`config.mk`:
```
export PLATFORM = sky130hd
export DESIGN_NAME = ysyx_22041412_ifu
export DESIGN_NICKNAME = d
export VERILOG_FILES = /design/src/rtl/ysyx_22041412_ifu_pkg.sv /design/src/rtl/ysyx_22041412_ifu_fifo.sv /design/src/rtl/ysyx_22041412_ifu.sv
export SDC_FILE = /design/constraint.sdc
export NUM_CORES = 1
export LEC_CHECK = 0
export BUFFER_PORTS_ARGS = -buffer_cell sky130_fd_sc_hd__buf_2
export CAP_MARGIN = 30
export CORE_MARGIN = 10
export CORE_UTILIZATION = 35
export CTS_CLUSTER_DIAMETER = 80
export DETAILED_ROUTE_END_ITERATION = 16
export GPL_TIMING_DRIVEN = 0
export PLACE_DENSITY_LB_ADDON = 0.2
export SLEW_MARGIN = 25
export SYNTH_ARGS = -nofsm -noshare
export SYNTH_HDL_FRONTEND = slang
export SYNTH_SLANG_ARGS = --single-unit
```
`constraint.sdc`:
```
create_clock -name clk -period 29.8 [get_ports clk]
set_input_delay 1.49 -clock clk [delete_from_list [all_inputs] [get_ports clk]]
set_output_delay 1.49 -clock clk [all_outputs]
set_load 0.005 [all_outputs]
```
`src/rtl/ysyx_22041412_ifu_pkg.sv`:
```
// Shared definitions for the instruction fetch unit: reset PC, widths, FSM states,
// buffer entry layout and PC alignment helper.
package ysyx_22041412_ifu_pkg;

  localparam logic [63:0] IFU_RESET_PC = 64'h8000_0000;
  localparam int          INSTR_W      = 32;
  localparam int          PC_W         = 64;
  localparam int          ENTRY_W      = PC_W + INSTR_W;

  typedef enum logic [1:0] {
    ST_BOOT  = 2'd0,
    ST_RUN   = 2'd1,
    ST_DRAIN = 2'd2
  } ifu_state_e;

  typedef struct packed {
    logic [PC_W-1:0]    pc;
    logic [INSTR_W-1:0] instr;
  } ifu_entry_t;

  function automatic logic [PC_W-1:0] align_pc(input logic [PC_W-1:0] pc);
    return pc & ~64'h3;
  endfunction

endpackage

```
`src/rtl/ysyx_22041412_ifu_fifo.sv`:
```
// DEPTH-entry synchronous FIFO of {pc,instr} pairs; flush beats push and pop.
module ysyx_22041412_ifu_fifo
  import ysyx_22041412_ifu_pkg::*;
#(
  parameter int DEPTH = 2
) (
  input  logic                   clk,
  input  logic                   rst_n,
  input  logic                   flush,
  input  logic                   push,
  input  ifu_entry_t             push_data,
  input  logic                   pop,
  output ifu_entry_t             pop_data,
  output logic [$clog2(DEPTH):0] count,
  output logic                   full,
  output logic                   empty
);

  localparam int AW = $clog2(DEPTH);
  localparam int CW = AW + 1;
  localparam logic [CW-1:0] DEPTH_C = CW'(DEPTH);

  ifu_entry_t    mem [DEPTH];
  logic [AW-1:0] wr_ptr;
  logic [AW-1:0] rd_ptr;
  logic          do_push;
  logic          do_pop;

  assign empty    = (count == '0);
  assign full     = (count == DEPTH_C);
  assign do_push  = push && !flush && !full;
  assign do_pop   = pop && !flush && !empty;
  assign pop_data = mem[rd_ptr];

  // Pointers wrap naturally because DEPTH is a power of two.
  always_ff @(posedge clk or negedge rst_n) begin
    if (!rst_n) begin
      wr_ptr <= '0;
      rd_ptr <= '0;
      count  <= '0;
    end else if (flush) begin
      wr_ptr <= '0;
      rd_ptr <= '0;
      count  <= '0;
    end else begin
      if (do_push) wr_ptr <= wr_ptr + AW'(1);
      if (do_pop)  rd_ptr <= rd_ptr + AW'(1);
      count <= count + CW'(do_push) - CW'(do_pop);
    end
  end

  always_ff @(posedge clk) begin
    if (do_push) mem[wr_ptr] <= push_data;
  end

endmodule

```
`src/rtl/ysyx_22041412_ifu.sv`:
```
// Instruction fetch unit: credit-limited in-order fetch, response buffer towards decode,
// and redirect handling that flushes the buffer and drops fetches still in flight.
module ysyx_22041412_ifu
  import ysyx_22041412_ifu_pkg::*;
#(
  parameter logic [63:0] RESET_PC = IFU_RESET_PC,
  parameter int          DEPTH    = 2
) (
  input  logic        clk,
  input  logic        rst_n,
  output logic        imem_req_valid,
  input  logic        imem_req_ready,
  output logic [63:0] imem_req_addr,
  input  logic        imem_rsp_valid,
  input  logic [31:0] imem_rsp_data,
  input  logic        redirect_valid,
  input  logic [63:0] redirect_pc,
  output logic        if_valid,
  input  logic        if_ready,
  output logic [31:0] if_instr,
  output logic [63:0] if_pc
);

  localparam int CW = $clog2(DEPTH) + 1;
  localparam logic [CW:0] DEPTH_W = (CW+1)'(DEPTH);

  ifu_state_e    state;
  ifu_state_e    state_next;
  logic [63:0]   fetch_pc;
  logic [63:0]   rsp_pc;
  logic [CW-1:0] inflight;
  logic [CW-1:0] inflight_next;
  logic [CW-1:0] drop;
  logic [CW-1:0] drop_next;
  logic [CW-1:0] buf_count;
  logic [CW:0]   credit_used;
  logic          buf_full;
  logic          buf_empty;
  logic          req_fire;
  logic          rsp_keep;
  logic          pop;
  ifu_entry_t    head;
  ifu_entry_t    push_entry;

  // Requests still in flight and buffered entries share DEPTH credits, so the buffer cannot overflow.
  assign credit_used    = {1'b0, inflight} + {1'b0, buf_count};
  assign imem_req_valid = (state != ST_BOOT) && (credit_used < DEPTH_W);
  assign imem_req_addr  = fetch_pc;
  assign req_fire       = imem_req_valid && imem_req_ready;
  assign rsp_keep       = imem_rsp_valid && (drop == '0) && !redirect_valid;
  assign inflight_next  = inflight + CW'(req_fire) - CW'(imem_rsp_valid);

  assign if_valid   = !buf_empty && !redirect_valid;
  assign pop        = if_valid && if_ready;
  assign if_instr   = buf_empty ? '0 : head.instr;
  assign if_pc      = buf_empty ? '0 : head.pc;
  assign push_entry = '{pc: rsp_pc, instr: imem_rsp_data};

  ysyx_22041412_ifu_fifo #(
    .DEPTH (DEPTH)
  ) u_fifo (
    .clk       (clk),
    .rst_n     (rst_n),
    .flush     (redirect_valid),
    .push      (rsp_keep),
    .push_data (push_entry),
    .pop       (pop),
    .pop_data  (head),
    .count     (buf_count),
    .full      (buf_full),
    .empty     (buf_empty)
  );

  always_comb begin
    state_next = state;
    drop_next  = drop;
    if (redirect_valid) begin
      drop_next = inflight_next;
    end else if (imem_rsp_valid && (drop != '0)) begin
      drop_next = drop - CW'(1);
    end
    unique case (state)
      ST_BOOT: state_next = ST_RUN;
      ST_RUN, ST_DRAIN: begin
        if (redirect_valid) begin
          state_next = (inflight_next != '0) ? ST_DRAIN : ST_RUN;
        end else if ((state == ST_DRAIN) && (drop_next == '0)) begin
          state_next = ST_RUN;
        end
      end
      default: state_next = ST_BOOT;
    endcase
  end

  always_ff @(posedge clk or negedge rst_n) begin
    if (!rst_n) begin
      state    <= ST_BOOT;
      fetch_pc <= RESET_PC;
      rsp_pc   <= RESET_PC;
      inflight <= '0;
      drop     <= '0;
    end else begin
      state    <= state_next;
      inflight <= inflight_next;
      drop     <= drop_next;
      if (redirect_valid) begin
        fetch_pc <= align_pc(redirect_pc);
        rsp_pc   <= align_pc(redirect_pc);
      end else begin
        if (req_fire) fetch_pc <= fetch_pc + 64'd4;
        if (rsp_keep) rsp_pc   <= rsp_pc + 64'd4;
      end
    end
  end

  assert property (@(posedge clk) disable iff (!rst_n) !(imem_rsp_valid && (inflight == '0)));
  assert property (@(posedge clk) disable iff (!rst_n) !(rsp_keep && buf_full && !pop));

endmodule
```
After elaboration in Yosys (flattened, before gate mapping)
Memories as Yosys holds them, arrays and structs flattened.
Index checks and enable logic that the tools add are counted.
{"block": "word_totals", "ff_bits": 138, "ramBits": 192, "input_bits": 102, "out_inout_bits": 162, "mem_count": 1}
{"block": "op_classes", "add_sub_neg": 10, "n_lt_le_gt_ge": 1, "n_eq_ne": 4, "mux": 19, "reduce_logical": 27}
{"name": "u_fifo.mem", "words": 2, "word_bits": 96, "read_ports": 1, "rd_clocked_by_memory_dff": 0, "write_ports": 1, "line_no": "ysyx_22041412_ifu_fifo.sv:23", "source": "ifu_entry_t mem [DEPTH];"}
{"operator": "two-way mux 64 bit", "n": 5}
{"operator": "adder 64 x 3 -> 64 bit, second input constant", "n": 2}
{"operator": "two-way mux 32 bit", "n": 1}
{"operator": "nonzero test 2 bit", "n": 7}
{"operator": "logical AND 1 bit", "n": 12}
{"operator": "two-way mux 2 bit", "n": 6}
{"operator": "zero test 2 bit", "n": 4}
{"operator": "two-way mux 1 bit", "n": 6}
{"operator": "adder 2 x 1 -> 2 bit", "n": 2}
{"operator": "equality test 2 bit, second input constant", "n": 2}
{"operator": "one-hot mux 2 bit (2 select lines)", "n": 1}
{"operator": "subtractor 2 x 1 -> 2 bit", "n": 2}
{"operator": "adder 2 x 2 -> 3 bit", "n": 1}
{"operator": "zero test 1 bit", "n": 3}
{"operator": "less-than comparator 3 x 2 -> 1 bit, second input constant", "n": 1}
{"operator": "!= test 3 bit, second input constant", "n": 1}
{"operator": "adder 1 bit, second input constant", "n": 2}
{"operator": "equality test 2 x 1 -> 1 bit, second input constant", "n": 1}
{"operator": "OR reduction 2 bit", "n": 1}
{"operator": "subtractor 2 x 1 -> 2 bit, second input constant", "n": 1}

Logic depth before layout (Yosys ltp)
Gate-level depths: netlist of the first run.
{"block": "depth", "ltp_word": 12, "ltp_mapped": 14, "ltp_nobuf": 13}

Hierarchy
A second synthesis of the first run with hierarchy kept.
{"block": "unflattened", "cells_unflattened": 1282, "area_unflattened_um2": 15927.8}
{"module": "ysyx_22041412_ifu", "instances": 1, "cells_per_inst": 958, "area_per_inst_um2": 8654.6, "seq_area_each_um2": 3255.6}
{"module": "ysyx_22041412_ifu_fifo", "instances": 1, "cells_per_inst": 324, "area_per_inst_um2": 7273.2, "seq_area_each_um2": 5865.6}

Worst setup path before layout of the first run
Ideal clock, no wire load.
{"block": "synth_timing", "path_kind": "in2reg", "startpoint": "input port redirect_valid", "endpoint": "memory u_fifo.mem[0][0] (netlist name) (enable)", "t_arrival_ns": 10.687, "required_ns": 29.021, "slack_ns": 18.335, "stages": 2, "path_buffers": 1, "cell_sequence": "clkbuf_1 > nor4_1"}
{"block": "synth_via", "elab_chain_cells": 6}
{"item": "start, declared", "line_no": "ysyx_22041412_ifu.sv:16", "source": "input logic redirect_valid,"}
{"item": "zero test 1 bit (*)", "line_no": "ysyx_22041412_ifu_fifo.sv:31, ysyx_22041412_ifu.sv:50"}
{"item": "logical AND 1 bit", "line_no": "ysyx_22041412_ifu.sv:50", "source": "assign rsp_keep = imem_rsp_valid && (drop == '0) && !redirect_valid;"}
{"item": "logical AND 1 bit (*) (2 in series)", "line_no": "ysyx_22041412_ifu_fifo.sv:31", "source": "assign do_push = push && !flush && !full;"}
{"item": "two-way mux 1 bit (*)", "line_no": "ysyx_22041412_ifu_fifo.sv:53", "source": "if (do_push) mem[wr_ptr] <= push_data;"}
{"item": "two-way mux 1 bit (implied by the code) (*)", "line_no": "ysyx_22041412_ifu_fifo.sv:53"}
{"item": "end, declared", "line_no": "ysyx_22041412_ifu_fifo.sv:23"}
Every way passes the cells marked *; elsewhere a longest branch is shown, timed or not.

Worst setup path after layout of the first run
{"block": "layout_timing", "startpoint": "input port redirect_valid", "endpoint": "output port if_valid"}
{"block": "layout_via", "elab_chain_cells": 2}
{"item": "zero test 1 bit", "line_no": "ysyx_22041412_ifu.sv:53", "source": "assign if_valid = !buf_empty && !redirect_valid;"}
{"item": "logical AND 1 bit", "line_no": "ysyx_22041412_ifu.sv:53"}
{"item": "end, declared", "line_no": "ysyx_22041412_ifu.sv:18", "source": "output logic if_valid,"}
No other way between the ends.

==> impl_results.md, run 1 <==
- Clock root buffer: clkbuf_16
- Final hold violation count: 0
- Reg power frac: 0.431
- Number of enable flip-flop cells after synthesis: roughly 190
- Count of cells resized by post-cts repair: 0
- Final weighted congestion of routability-driven global placement: around 0.92
- TritonCTS Buffers: 37
- Vias per cell: 5.369
- Post-layout min period: between 5000 and 6000 ps
- Power density over the cells: 69.47 nW/um^2
- TritonCTS clock tree: yes
- Relative contribution of combinational cells to total power: 0.209
- Maximum VDD drop: 0.03746 mV
- R2r endpoint: imem_req_addr[57]
- Final setup TNS: 0 ps
- DP Wirelength: between 30000 and 40000 um
- Number of sinks driven by the clock tree: 322
- Status: finished clean
- Proportion of layout cells with a drive suffix above 1: 0.2497
- Largest fanout of any net on the critical path: 10
- Vias in the first global route: 11.87k
- Startpoint of the lowest-slack hold path: rsp_pc[45]
- Syn Std Cell Area: between 15000 and 20000 sq um
- Share of flip-flops with an asynchronous set or reset: 0.4161
- HP Class: reg -> reg
- Net switching component of the power: between 0.0003 and 0.0004 W
- Synth warnings: 0
- Transition time at the pin with the least slew margin: around 970 ps
- Worst reg2reg setup slack: ~26000 ps
- Total die area: 52520 sq um
- Clock Latency Late Sink: about 540 ps
- Worst Reg-to-Reg Cells: 10
- Crit path required time: 28310 ps
- Synthesized area per cell: approximately 12 sq um
- Worst-case setup slack after placement: 24850 ps
- Drt first pass iters: 6
- Gate Count Post-Synth: 1303
- Average wire per standard cell: between 20 and 25 um
- Fraction of synthesized cell area in xor and xnor cells: 0.03930
- Final Routed Wirelength: 50370 um
- Hold-critical path depth: 0
- Leading post-synthesis cells by cell area: edfxtp_1, dfrtp_1, mux2i_1
- Post-CTS Hold Buffers: 0
- Internal power: ~0.00092 W
- Pin count of the biggest net entering global routing: between 70 and 80
- Portion of total power attributed to the clock network: 0.360
- Cell type contributing the most total cell area after synthesis: edfxtp_1
- Relative slew slack: 0.3444
- Net switching share of the total power: 0.2959
- Synth Area in Compound Gates: 0.05335
- Top FF cell, synth: edfxtp_1
- Worst EP arrival: between 3000 and 4000 ps
- Most frequent standard cell in the layout excluding fill and tap cells: buf_2
- Worst-case clock skew: 13.02 ps
- Count of buffers added by post-CTS timing repair for setup: 0
- Clock-pin transition on the worst setup and hold timing paths: roughly 60 ps
- Commonest non-fill, non-tap cells in the layout: buf_2, edfxtp_1, nor2_1
- Kind of end point of the critical path: output port
- Nets@finish: 1737
- Grt total ovfl: 0
- Seq/Total Area, Yosys: 0.5877
- Initial antenna violation count: 1
- Overall via count from detail_route: 12.01k
- Number of pins exceeding their max-slew limit in the final report: 0
- Max-cap viol count: 0
- Number of remaining DRC errors: 0
- Multiplexer area fraction after synthesis: 0.1052
- Hold Crit Endpoint: u_fifo.mem[0][77]
- Level count of the clock H-tree: 2
- FF-to-FF Start: u_fifo.count[0]
- Unrepaired setup endpoints after global routing: no
- Critical path startpoint category: input port
- Number of buffers on the longest clock path: 3
- Worst setup slack after layout: roughly 25000 ps
- Static power due to leakage: roughly 7.2 nW
- # port buffers: around 260
- Die extent in y: about 230 um
- Count of state elements after synthesis: roughly 320
- Post-synthesis share of cell area spent on full adders, half adders and majority gates: 0.009477
- Area overhead of the layout relative to synthesis: 22.64%
- Die W: between 200 and 250 um
- Global routing usage summed across all routing layers: 0.1867
- Setup-failing EPs final: 0
- Detailed router's first-iteration violation count: around 1.3k
- Final cycle utilization of the critical path: 0.1693
- Maximum clock rate: just under 0.2 GHz
- Start-to-end type of the worst setup path: in -> out
- Row cnt: 76
- I/O pin count: 264
- CORE AREA: 43170 sq um
- Number of nets with antenna violations after detailed routing: 0
- Global-route wire length before repair: ~75000 um
- Initial Utilization: 0.3547
- Synthesized-area fraction occupied by and/or/nand/nor cells: 0.1819
- Post-synth top area share: 0.3686
- Combinational family with the most area after synthesis: simple AND/OR/NAND/NOR gates
- Library cells used by synthesis: 57
## through the flow
step	cell area (sq um)	total power (W)	hold slack, ps	util	cells
after CTS	18770	0.001321	470.2	0.4348	2234
after global placement	17340	0.0008465	464.5	0.4016	2147
after floorplan	15330	0.0007235	440.2	-	1306
after detailed placement	17530	0.0008467	463.8	0.4061	2169
final	18780	0.001305	485.0	0.4351	2236
after global routing	18780	0.001371	500.5	0.4350	2235
## kinds of logic after synthesis
group	count (synthesis)
AO/OA/AOI/OAI	122
adder cells (fa/ha/maj)	11
XOR/XNOR	67
flip-flops	322
AND/OR/NAND/NOR	538
multiplexers	155
other	1
buffers and inverters	87
## cell type report
class	instances	area, sq um
diodes	1	2.502
plain buffers	61	251.5
clock buffers	47	1015
clock inverters	18	221.5
fillers	4154	24390
inverters	26	97.59
multi-input cells	897	5989
flip-flops and latches	322	9001
well taps	585	732.0
repair buffers	279	1471
## sequential cells by signal, summed over array words and instances, names as in the netlist
name and flops:
drop 2, u_fifo.count 2, u_fifo.wr_ptr 1, u_fifo.rd_ptr 1
imem_req_addr 62, state 2, inflight 2, rsp_pc 62
u_fifo.mem 188
## cells in the mapped netlist, types with 13 or more instances
| library cell | count |
|---|---|
| edfxtp_1 | 188 |
| nor2_1 | 179 |
| dfrtp_1 | 132 |
| mux2i_1 | 107 |
| nand4_1 | 67 |
| nand2_1 | 60 |
| nand3_1 | 56 |
| mux2_2 | 48 |
| xnor2_1 | 45 |
| clkbuf_1 | 44 |
| nor4_1 | 34 |
| nor3_1 | 32 |
| and3_1 | 26 |
| a31oi_1 | 24 |
| inv_1 | 24 |
| a21oi_1 | 22 |
| xor2_1 | 21 |
| o21ai_0 | 17 |
| o31ai_1 | 17 |
| or4_1 | 14 |
| a211oi_1 | 13 |
## critical path: stages
cell	delay (ps)
clkbuf_1	550
clkbuf_1	620
clkbuf_1	570
nor2_1	120
buf_2	180
## worst max-delay path by stage
stage / from / end / slack, ps / depth (start not counted)
after floorplan: redirect_valid / u_fifo.mem[0][0] / 18330 / 2
after global placement: redirect_valid / u_fifo.mem[0][51] / 12090 / 2
after detailed placement: redirect_valid / if_valid / 24850 / 5
after CTS: redirect_valid / if_valid / 24840 / 5
after global routing: redirect_valid / if_valid / 24720 / 5
final: redirect_valid / if_valid / 24750 / 5
## per-layer routing
layer,track usage,part of all wire,up-vias
met5,0,0,-
met4,0.07035,0.033,0
met3,0.04017,0.071,102
met2,0.2921,0.45,476
met1,0.2493,0.44,5904
li1,-,-,5524
## power by group through the flow
stage / clock network, W / logic (W) / registers (W)
2_1_floorplan: 0 / 0.000161 / 0.000563
3_3_place_gp: 0 / 0.000268 / 0.000578
3_5_place_dp: 0 / 0.000276 / 0.000570
4_1_cts: 0.000482 / 0.000278 / 0.000562
5_1_grt: 0.000498 / 0.000305 / 0.000568
6_report: 0.000470 / 0.000272 / 0.000563
Note: power is estimated with default switching activity, not from simulation.
==> inputs of run 2 (changes only) <==
==> constraint.sdc (replaced) <==
create_clock -name clk -period 4.8 [get_ports clk]
set_input_delay 0.24 -clock clk [delete_from_list [all_inputs] [get_ports clk]]
set_output_delay 0.24 -clock clk [all_outputs]
set_load 0.005 [all_outputs]
==> run 2 against run 1 <==
Routed wire length is 0.71% higher. Final cell count is 2.5% higher. Clock power grew to 6.1 times the previous value. First-iteration DRC count down 4.9%. Sequential power grew to 6.2 times the previous value. Via count rose by 1.4%. Clock skew up 6.0 ps. Worst hold slack got worse by 460 ps. Register-to-register slack got worse by 25000 ps. Largest power group unchanged.
==> impl_results.md, run 2 (synthesis results as in run 1) <==
- Critical path's largest stage delay: 570 ps (-50 ps)
- Final Routed Wirelength: 50730 um (+0.71%)
- Maximum clock rate: around 0.28 GHz
- Pin count of the biggest net entering global routing: 83 (+7.8%)
- Power density over the cells: 419.0 nW/um^2 (+500%)
- Final cycle utilization of the critical path: 0.7533
- DP Wirelength: 37940 um (-0.94%)
- Detailed router's first-iteration violation count: 1248 (-4.9%)
- Number of remaining DRC errors: 0 (unchanged)
- Setup-failing EPs final: 0 (unchanged)
- # placed instances: 2161 (-0.37%)
- Commonest non-fill, non-tap cells in the layout: buf_2, edfxtp_1, nor2_1
- Row cnt: 76 (unchanged)
- Nets@finish: 1790 (+3.1%)
- Status: finished clean
- Critical Path, Cell by Cell: and2_1, fa_1, nor3_2, and2_4, inv_2, buf_6, nor4_4, nand4_1, or4_1, a31oi_1
- Antenna diode count: 0 (-1)
- Non-filler instance count after layout: 2291 (+2.5%)
- Max-cap viol count: 0 (unchanged)
- Hold slack final: 20.13 ps (-464.9 ps)
- Drt first pass iters: 6 (unchanged)
- Die extent in y: 229.2 um (unchanged)
- Worst-case clock skew: 19.00 ps (+5.988 ps)
- Number of pins exceeding their max-slew limit in the final report: 0 (unchanged)
- Final hold violation count: 0 (unchanged)
- Initial antenna violation count: 0 (-1)
- TritonCTS clock tree: yes
- # port buffers: 256 (unchanged)
- Vias in the first global route: 12.06k (+1.6%)
- Post-CTS Hold Buffers: 61 (+61)
- Grt total ovfl: 0 (unchanged)
- Fill cell total of the finished layout: 4102 (-1.3%)
- Critical path startpoint category: flip-flop
- Most frequent standard cell in the layout excluding fill and tap cells: buf_2
- I/O pin count: 264 (unchanged)
- Final setup TNS: 0 ps (unchanged)
- Worst EP arrival: 4080 ps (+520 ps)
- Standard cell with the maximum stage delay on the critical path: nor4_4
- Proportion of layout cells with a drive suffix above 1: 0.2362 (-0.01347)
- Number of sinks driven by the clock tree: 322 (unchanged)
- Total die area: 52520 sq um (unchanged)
- Average wire per standard cell: 22.14 um (-1.7%)
- Global-route wire length before repair: 76160 um (+0.96%)
- HP Class: in -> reg
- Post-layout min period: 3616 ps
- Largest fanout of any net on the critical path: 10 (unchanged)
- Number of nets with antenna violations after detailed routing: 0 (unchanged)
- Clock-pin transition on the worst setup and hold timing paths: 60 ps (about the same)
- Die W: 229.2 um (unchanged)
- Clock root buffer: clkbuf_16
- Kind of end point of the critical path: flip-flop
- CORE AREA: 43170 sq um (unchanged)
- Transition time at the pin with the least slew margin: 986.2 ps (+11.82 ps)
- Vias per cell: 5.316 (-1.0%)
- Level count of the clock H-tree: 2 (unchanged)
- Initial Utilization: 0.3547 (unchanged)
- Number of buffers on the longest clock path: 3 (unchanged)
- Start-to-end type of the worst setup path: reg -> reg
- Maximum VDD drop: 0.1989 mV (+430%)
- Global routing usage summed across all routing layers: 0.1873 (+0.0006271)
- Number of flip-flops under the largest register name: 188 (unchanged)
- Relative slew slack: 0.3365 (-0.007952)
- Final design utilization: 0.4490 (+0.01391)
- Count of buffers added by post-CTS timing repair for setup: 0 (unchanged)
- Static power due to leakage: 7.383 nW (+2.9%)
- Area overhead of the layout relative to synthesis: 26.56%
- Unrepaired setup endpoints after global routing: no
- Register name with the most flops: u_fifo.mem
- Clock Latency Late Sink: 550 ps (about the same)
- Crit path required time: 5260 ps (-23050 ps)
- Count of cells resized by post-cts repair: 0 (unchanged)
- Final weighted congestion of routability-driven global placement: 0.9154 (-0.97%)
- TritonCTS Buffers: 38 (+2.7%)
- Overall via count from detail_route: 12.18k (+1.4%)
==> run 2: changes by cell type in the layout (fill, tap and decap cells not counted), sizes merged <==
cell and delta:
clkinvlp -1, inv +1, dlygate4sd3 +61, buf -8
bufinv -2, clkbuf +8, clkinv -3, diode -1
==> run 2: critical path: cells and delay by family, from the launching register on <==
family                   cells  cell delay [ps]
AO/OA/AOI/OAI                1              180
adder cells (fa/ha/maj)      1              450
buffers and inverters        2              210
flip-flops                   1              420
AND/OR/NAND/NOR              6             2250
==> run 2: cell type report <==
type / count / area (sq um) / area share
Sequential cell: 322 / 9001 / 0.4644
Multi-Input combinational cell: 897 / 5998 / 0.3095
Timing Repair Buffer: 331 / 2067 / 0.1066
Clock buffer: 56 / 1080 / 0.05571
Tap cell: 585 / 732.0 / 0.03776
Buffer: 61 / 251.5 / 0.01298
Clock inverter: 13 / 155.1 / 0.008005
Inverter: 26 / 97.59 / 0.005035
==> run 2: power by group <==
| part | internal [W] | total (W) | switching (W) |
|---|---|---|---|
| registers | 0.00324 | 0.00350 | 0.000262 |
| clock network | 0.00173 | 0.00288 | 0.00116 |
| logic | 0.000738 | 0.00174 | 0.00100 |
| total | 0.00570 | 0.00812 | 0.00242 |
==> run 2: path summary, 6_finish.rpt <==
| kind | end | slack, ps | start | cells past startpoint |
|---|---|---|---|---|
| max | imem_req_addr[57] | 1180 | u_fifo.count[0] | 10 |
| min | imem_req_addr[8] | 20 | redirect_pc[8] | 2 |
| max reg2reg | imem_req_addr[57] | 1180 | u_fifo.count[0] | 10 |
| min reg2reg | u_fifo.mem[0][77] | 490 | rsp_pc[45] | 0 |
| max in group asynchronous | imem_req_addr[59] | 3780 | rst_n | 3 |
| min in group asynchronous | rsp_pc[14] | 210 | rst_n | 2 |
==> run 2: routing by layer <==
layer | wire length, um | vias up | GRT usage
met5 | 0 | - | 0
met4 | 1555 | 0 | 0.06766
met3 | 3535 | 95 | 0.03844
met2 | 23190 | 464 | 0.2957
met1 | 22450 | 6004 | 0.2502
li1 | - | 5615 | -
==> run 2: per-stage QoR <==
stage               worst slack (ps)  total power [W]  area, sq um
global route                   933.5         0.008512        19380
finish                          1184         0.008121        19380
global placement               -1481         0.005218        17350
CTS                             1168         0.008214        19380
floorplan                      511.0         0.004474        15340
detailed placement              1199         0.005263        17530
==> inputs of run 3 (changes only) <==
==> constraint.sdc (replaced) <==
create_clock -name clk -period 3.6 [get_ports clk]
set_input_delay 0.18 -clock clk [delete_from_list [all_inputs] [get_ports clk]]
set_output_delay 0.18 -clock clk [all_outputs]
set_load 0.005 [all_outputs]
==> run 3 against run 2 <==
Total power is 36% higher. Fmax grew 4.9%. Flip-flop and latch count stayed put. Final area is 1.2% higher. Clock skew rose by 0.59 ps. Largest power group unchanged. Clock power increased by 39%. First-iteration DRC count fell by 15%. Critical path depth up 4. Non-clock buffer count rose by 15.
==> impl_results.md, run 3 (synthesis results as in run 1) <==
- Largest fanout of any net on the critical path: 10 (unchanged)
- Final cycle utilization of the critical path: 0.9575 (+0.2042)
- Die W: 229.2 um (unchanged)
- Startpoint of the lowest-slack hold path: redirect_pc[58]
- Global routing usage summed across all routing layers: 0.1878 (+0.0004543)
- Pin count of the biggest net entering global routing: 85 (+2.4%)
- Initial Utilization: 0.3547 (unchanged)
- Status: finished clean
- Nets@finish: 1805 (+0.84%)
- Final setup TNS: 0 ps (unchanged)
- I/O pin count: 264 (unchanged)
- Initial antenna violation count: 1 (+1)
- Crit path required time: 4030 ps (-1230 ps)
- Final Routed Wirelength: 51020 um (+0.57%)
- Global-route wire length before repair: 76370 um (+0.27%)
- Worst-case clock skew: 19.59 ps (+0.5909 ps)
- Critical path startpoint category: flip-flop
- Most frequent standard cell in the layout excluding fill and tap cells: buf_2
- Row cnt: 76 (unchanged)
- Die extent in y: 229.2 um (unchanged)
- Hold-critical path depth: 3 (+1)
- Number of pins exceeding their max-slew limit in the final report: 0 (unchanged)
- HP Class: in -> reg
- Final weighted congestion of routability-driven global placement: 0.9111 (-0.47%)
- CORE AREA: 43170 sq um (unchanged)
- Worst reg2reg setup slack: 150 ps (-1030 ps)
- Hold Crit Endpoint: rsp_pc[58]
- Power density over the cells: 562.8 nW/um^2 (+34%)
- Commonest non-fill, non-tap cells in the layout: buf_2, edfxtp_1, nor2_1
- Setup-failing EPs final: 0 (unchanged)
- Proportion of layout cells with a drive suffix above 1: 0.2394 (+0.003171)
- Transition time at the pin with the least slew margin: 935.9 ps (-50.32 ps)
- Number of nets with antenna violations after detailed routing: 0 (unchanged)
- Clock root buffer: clkbuf_16
- Relative slew slack: 0.3709 (+0.03441)
- Vias in the first global route: 12.17k (+0.93%)
- Average wire per standard cell: 22.12 um (-0.12%)
- Clock Latency Late Sink: 550 ps (about the same)
- Post-place instance area: 17540 sq um (about the same)
- TritonCTS Buffers: 38 (unchanged)
- Worst EP arrival: 3880 ps (-200 ps)
- Number of flip-flops under the largest register name: 188 (unchanged)
- Max-cap viol count: 0 (unchanged)
- # port buffers: 256 (unchanged)
- Number of remaining DRC errors: 0 (unchanged)
- Detailed router's first-iteration violation count: 1057 (-15%)
- Drt first pass iters: 6 (unchanged)
- Maximum VDD drop: 0.2870 mV (+44%)
- Maximum clock rate: 0.2901 GHz (+4.9%)
- Clock-pin transition on the worst setup and hold timing paths: 60 ps (about the same)
- Area overhead of the layout relative to synthesis: 28.06%
- Post-route standard cell area excluding fillers: 19610 sq um (+1.2%)
- Kind of end point of the critical path: flip-flop
- Overall via count from detail_route: 12.31k (+1.1%)
- DP Wirelength: 38100 um (+0.43%)
- Grt total ovfl: 0 (unchanged)
- Static power due to leakage: 7.490 nW (+1.4%)
- TritonCTS clock tree: yes
- Vias per cell: 5.338 (+0.42%)
- Level count of the clock H-tree: 2 (unchanged)
- Number of buffers on the longest clock path: 3 (unchanged)
- Worst Reg-to-Reg Cells: 14 (+4)
- Number of sinks driven by the clock tree: 322 (unchanged)
- FF-to-FF Start: u_fifo.count[0]
- R2r endpoint: state[0]
- Start-to-end type of the worst setup path: reg -> reg
- Total die area: 52520 sq um (unchanged)
- Unrepaired setup endpoints after global routing: no
- Final hold violation count: 0 (unchanged)
- Register name with the most flops: u_fifo.mem
- Post-layout min period: 3447 ps (-168.8 ps)
## run 3: cell count changes in the layout (fill, tap and decap cells not counted), sizes merged
cell,change
dlygate4sd3,+14
clkbuf,-5
clkinv,+4
bufinv,+2
clkinvlp,-1
diode,+1
inv,+1
## run 3: worst max path at each step
stage | to | from | cells after the start | slack [ps]
after floorplan | u_fifo.mem[0][0] | drop[1] | 4 | -600
after global placement | u_fifo.mem[0][50] | drop[1] | 4 | -2520
after CTS | imem_req_addr[27] | u_fifo.count[0] | 10 | 60
final | state[0] | u_fifo.count[0] | 14 | 150
after global routing | state[0] | u_fifo.count[0] | 14 | 30
after detailed placement | imem_req_addr[57] | u_fifo.count[0] | 10 | 30
## run 3: report_power, final
part / internal [W] / total [W] / switching (W)
Clock: 0.00244 / 0.00399 / 0.00155
Sequential: 0.00432 / 0.00466 / 0.000349
Combinational: 0.00102 / 0.00238 / 0.00137
## run 3: final cells by class
type | instances | area [sq um]
Inverter | 26 | 97.59
Sequential cell | 322 | 9001
Clock buffer | 50 | 1059
Tap cell | 585 | 732.0
Antenna cell | 1 | 2.502
Buffer | 61 | 252.7
Fill cell | 4100 | 23560
Clock inverter | 19 | 231.5
Multi-Input combinational cell | 897 | 6025
Timing Repair Buffer | 346 | 2212
## run 3: critical path: stages (launching register included)
cell     delay, ps
dfrtp_1        410
and2_1         160
fa_1           480
nor3_4         240
and2_4         280
inv_2           50
buf_6          150
ha_1           270
inv_1           40
ha_1           160
xor3_1         430
o21ai_0        120
a21oi_1        200
nor2_1          60
mux2_2         260
## run 3: per-stage QoR
stage	setup WS (ps)	util	hold WS (ps)	cells	total power, W
floorplan	-600.7	-	-115.6	1306	0.005988
global placement	-2522	0.4024	368.8	2147	0.006981
detailed placement	32.87	0.4064	126.8	2160	0.007045
CTS	60.74	0.4537	3.326	2304	0.01112
global route	30.13	0.4542	11.95	2306	0.01155
finish	153.0	0.4543	20.36	2307	0.01104
## run 3: per-layer routing
metal | global-route usage | part of all wire
met2 | 0.3003 | 0.47
met4 | 0.05938 | 0.025
met1 | 0.2494 | 0.44
met5 | 0 | 0
met3 | 0.04067 | 0.074
## run 3: repair_timing
action | 4_1_cts | 5_1_grt
setup endpoints to repair | 2 | 10
gates resized for setup | 0 | 3
endpoints found under the hold margin | 190 | 0
buffers inserted | 0 | 1
pin swaps | 1 | 2
hold buffers | 75 | 0
